File: src/rtl/post_period.sv
// Post-level countdown: shows "PAS<d>" for POST_SECONDS one-second ticks after a start request,
// then blanks the display and pulses levelComplete for one cycle.
module post_period #(
   parameter int unsigned POST_SECONDS = 3
) (
   input  logic       Clk100M,
   input  logic       Rst_n,
   input  logic       Clk1Hz,
   input  logic       postSig,
   output logic       levelComplete,
   output logic [7:0] postSeg3,
   output logic [7:0] postSeg2,
   output logic [7:0] postSeg1,
   output logic [7:0] postSeg0
);

   typedef enum logic [0:0] {StIdle, StRun} state_e;

   localparam logic [3:0] RemInit = 4'(POST_SECONDS);
   localparam logic [7:0] SegBlank = 8'hFF;
   localparam logic [7:0] SegP = 8'h8C;
   localparam logic [7:0] SegA = 8'h88;
   localparam logic [7:0] SegS = 8'h92;

   state_e     state_q, state_d;
   logic [3:0] rem_q, rem_d;
   logic       done_d;
   logic [7:0] seg3_d, seg2_d, seg1_d, seg0_d;

   function automatic logic [7:0] digit_seg(input logic [3:0] d);
      logic [7:0] s;
      case (d)
         4'd0:    s = 8'hC0;
         4'd1:    s = 8'hF9;
         4'd2:    s = 8'hA4;
         4'd3:    s = 8'hB0;
         4'd4:    s = 8'h99;
         4'd5:    s = 8'h92;
         4'd6:    s = 8'h82;
         4'd7:    s = 8'hF8;
         4'd8:    s = 8'h80;
         4'd9:    s = 8'h90;
         default: s = SegBlank;
      endcase
      return s;
   endfunction

   always_ff @(posedge Clk100M or negedge Rst_n) begin
      if (!Rst_n) begin
         state_q       <= StIdle;
         rem_q         <= 4'd0;
         levelComplete <= 1'b0;
         postSeg3      <= SegBlank;
         postSeg2      <= SegBlank;
         postSeg1      <= SegBlank;
         postSeg0      <= SegBlank;
      end else begin
         state_q       <= state_d;
         rem_q         <= rem_d;
         levelComplete <= done_d;
         postSeg3      <= seg3_d;
         postSeg2      <= seg2_d;
         postSeg1      <= seg1_d;
         postSeg0      <= seg0_d;
      end
   end

   // A tick coinciding with the start request is dropped: IDLE never looks at Clk1Hz.
   always_comb begin
      state_d = state_q;
      rem_d   = rem_q;
      done_d  = 1'b0;
      case (state_q)
         StIdle: begin
            if (postSig) begin
               state_d = StRun;
               rem_d   = RemInit;
            end
         end
         StRun: begin
            if (Clk1Hz) begin
               if (rem_q > 4'd1) begin
                  rem_d = rem_q - 4'd1;
               end else begin
                  rem_d   = 4'd0;
                  state_d = StIdle;
                  done_d  = 1'b1;
               end
            end
         end
         default: state_d = StIdle;
      endcase
   end

   // Display is derived from the next state so it changes on the same edge as the counter.
   always_comb begin
      seg3_d = SegBlank;
      seg2_d = SegBlank;
      seg1_d = SegBlank;
      seg0_d = SegBlank;
      if (state_d == StRun) begin
         seg3_d = SegP;
         seg2_d = SegA;
         seg1_d = SegS;
         seg0_d = digit_seg(rem_d);
      end
   end

endmodule

File: config.mk
export PLATFORM = sky130hd
export DESIGN_NAME = post_period
export DESIGN_NICKNAME = d
export VERILOG_FILES = /design/src/rtl/post_period.sv
export SDC_FILE = /design/constraint.sdc
export NUM_CORES = 1
export LEC_CHECK = 0
export BUFFER_PORTS_ARGS = -buffer_cell sky130_fd_sc_hd__buf_2
export CORE_UTILIZATION = 50
export CTS_BUF_LIST = sky130_fd_sc_hd__clkbuf_4
export DETAILED_ROUTE_END_ITERATION = 7
export PLACE_DENSITY = 0.81
export SETUP_SLACK_MARGIN = 0.4
export SKIP_CTS_REPAIR_TIMING = 1
export SYNTH_ARGS = -nofsm -noshare
export SYNTH_HDL_FRONTEND = slang
export SYNTH_SLANG_ARGS = --single-unit
File: constraint.sdc
create_clock -name Clk100M -period 2.6 [get_ports Clk100M]
set_input_delay 0.39 -clock Clk100M [delete_from_list [all_inputs] [get_ports Clk100M]]
set_output_delay 0.39 -clock Clk100M [all_outputs]
set_load 0.1 [all_outputs]
==> results.toml <==
[outcome]
status = "finished, final reports clean"

[finish]
drive_gt1_share_pct = 47.8
multiInputGateArea_um2 = 439
utilization_pct = 58.5
regArea_um2 = 360
fillCellCount = 164
final_nets = 127
syn_to_final_growth_pct = 4.46
antenna_cells = 0

[routing]
routed_wl_mm = 1.49
vias_per_cell = 4.85
wl_per_cell_um = 10.6
vias = 679
first_pass_iters = 4
drc = 0
drt.antenna.violating_nets = 0
drt_iter0_drc = 2

[setup_path]
reg2reg_depth = 8
reg2reg_setup_slack_ns = 0.54
cp_max_fo = 6
timing.rr.end = "postSeg0[4]$_DFF_PN1_"
rr_startpoint = "rem_q[1]$_DFF_PN0_"
critPathRequiredTime_ns = 2.79
setup.worst_path.end = "postSeg0[4]$_DFF_PN1_"
crit_type = "flip-flop to flip-flop"
crit_path_start_kind = "flip-flop"
crit_arrival_ns = 2.26
end_kind = "flip-flop"
crit_start = "rem_q[1]$_DFF_PN0_"

[yosys]
ys_seq_elements = 14
synth_area_leaders = "dfstp_2, buf_4, dfrtp_1, ha_1, mux2i_1"
synthCells = 100
synth_cell_types = 31
yosys.area.top_type_share_pct = 20.8
synthesis.area_um2 = 1010
yosys_warnings = 0
syn_avg_cell_area_um2 = 10.1
seq_area_frac_synth_pct = 35.7
synth_top_cell_by_area = "dfstp_2"

[global_routing]
grt.total_usage_pct = 16.0
grt_start_max_net_pins = 17
grt_pass1_vias = 545
overflow = 0
antenna_found_initial = 0
grt_pass1_wl_mm = 2.46

[floorplan]
start_util_pct = 56.0
fp.coreArea_um2 = 1800
die_w_um = 46.9
rows = 15
die-area_um2 = 2200
die_h_um = 46.9
io-pin-count = 37

[clock_network]
path_clk_slew_ns = 0.09
cts_max_level = 1
clock_path_buffers = 2
cts_tree = "yes"
cts_sinks = 14
cts_buffers = 3
root_buffer = "clkbuf_4"
clock_latency_ns = 0.27

[timing]
hold_viol_final = 0
setup_slack_ns = 0.538
max_freq_mhz = 485
fin_crit_ns = 2.06
grt_setup_unrepaired = "true"
finalMaxSlewViolations = 0
fin_worst_skew_ns = 0.0113
post-route-period-util_pct = 79.3
setup_tns_ns = 0
setup_viol = 0

[place]
hpwl_mm = 1.17
place_ws_ns = 0.595
portBuffers = 27
routabilityCongestion = 0.841

[flow_run]
drv_cap = 0

[min_path]
min-delay-path-class = "input pin to flip-flop"
==> flip-flops by register name, indices dropped and copies added, names as in the netlist <==
name	count
rem_q	4
postSeg0	7
postSeg1	1
state_q	1
levelComplete	1
==> critical path, cell delays in order, from the launching register on <==
cell and delay, ns:
dfrtp_1 0.44, inv_1 0.11, ha_1 0.23, o21ai_2 0.11, a21oi_2 0.23, inv_1 0.17, ha_1 0.23, mux2_2 0.28
a22oi_2 0.17
==> worst min path at each step <==
| stage | startpoint | endpoint | slack, ns | cells past startpoint |
|---|---|---|---|---|
| global placement | Rst_n | rem_q[3]$_DFF_PN0_ | 0.29 | 1 |
| global route | postSig | state_q$_DFF_PN0_ | 0.47 | 3 |
| floorplan | Rst_n | levelComplete$_DFF_PN0_ | 0.09 | 0 |
| finish | postSig | state_q$_DFF_PN0_ | 0.46 | 3 |
| detailed placement | Rst_n | rem_q[3]$_DFF_PN0_ | 0.29 | 1 |
| CTS | Rst_n | rem_q[3]$_DFF_PN0_ | -0.02 | 1 |
==> synthesized netlist by cell type <==
cell type   n
a21oi_1     7
a21oi_2     1
a22o_1      1
a22oi_2     1
a41oi_2     1
buf_4      25
buf_6       1
conb_1      1
dfrtp_1     6
dfstp_2     8
ha_1        7
inv_1       9
inv_2       2
mux2_2      1
mux2i_1     4
mux2i_2     1
nand2_1     3
nand4_1     1
nor2_1      3
nor2_2      3
nor2_4      2
nor3_1      2
nor4_2      1
nor4b_4     1
o211ai_1    1
o21a_1      1
o21ai_0     1
o21ai_1     2
o21ai_2     1
o21bai_1    1
o2bb2ai_1   1
==> metrics by stage <==
stage          hold slack [ns]  area [um2]  cells
2_1_floorplan           0.0944        1040    108
3_5_place_dp             0.295        1010    135
3_3_place_gp             0.291        1010    135
4_1_cts                -0.0152        1040    139
6_report                 0.464        1050    140
5_1_grt                  0.475        1050    140
==> cells in the final DEF (no fill, tap or decap) <==
cell / n
o21ai_2: 1
o2bb2ai_1: 1
nor2_4: 2
a21oi_2: 1
o21a_1: 1
inv_1: 9
nand4_1: 1
clkbuf_4: 4
o21ai_0: 1
o211ai_1: 1
mux2i_1: 4
ha_1: 7
dlygate4sd3_1: 1
conb_1: 9
nor2_2: 3
o21ai_1: 2
dfstp_2: 8
a22o_1: 1
buf_2: 27
mux2_2: 1
buf_4: 1
a21oi_1: 7
inv_2: 2
dfrtp_1: 6
nor2_1: 3
o21bai_1: 1
a22oi_2: 1
a41oi_2: 1
nor4b_4: 1
nor3_1: 2
nand2_1: 3
nor4_2: 1
mux2i_2: 1
==> logic make-up after synthesis <==
logic type / count (synthesis) / share of synthesized area, %
compound gates: 19 / 13.5
fa+ha+maj: 7 / 8.67
buf+inv: 37 / 23.8
flops: 14 / 35.7
mux: 6 / 6.44
other cells: 1 / 0.371
simple gates: 16 / 11.5
==> cell type report <==
cell class	instances	share of cell area (%)
Clock buffer	4	2.85
Inverter	11	3.91
Multi-Input combinational cell	57	41.6
Sequential cell	14	34.2
Tap cell	25	2.97
Timing Repair Buffer	29	14.5
==> per-layer routing <==
layer | routed length (um) | vias to the layer above | GRT usage, %
met4 | 0 | 0 | 6.86
li1 | - | 331 | -
met2 | 710 | 34 | 26.1
met5 | 0 | - | 0
met3 | 110 | 0 | 3.46
met1 | 664 | 314 | 20.5
Power is left out: the tool's default activity adds up to more than one toggle a clock period on the data nets, which glitch-free logic cannot reach.
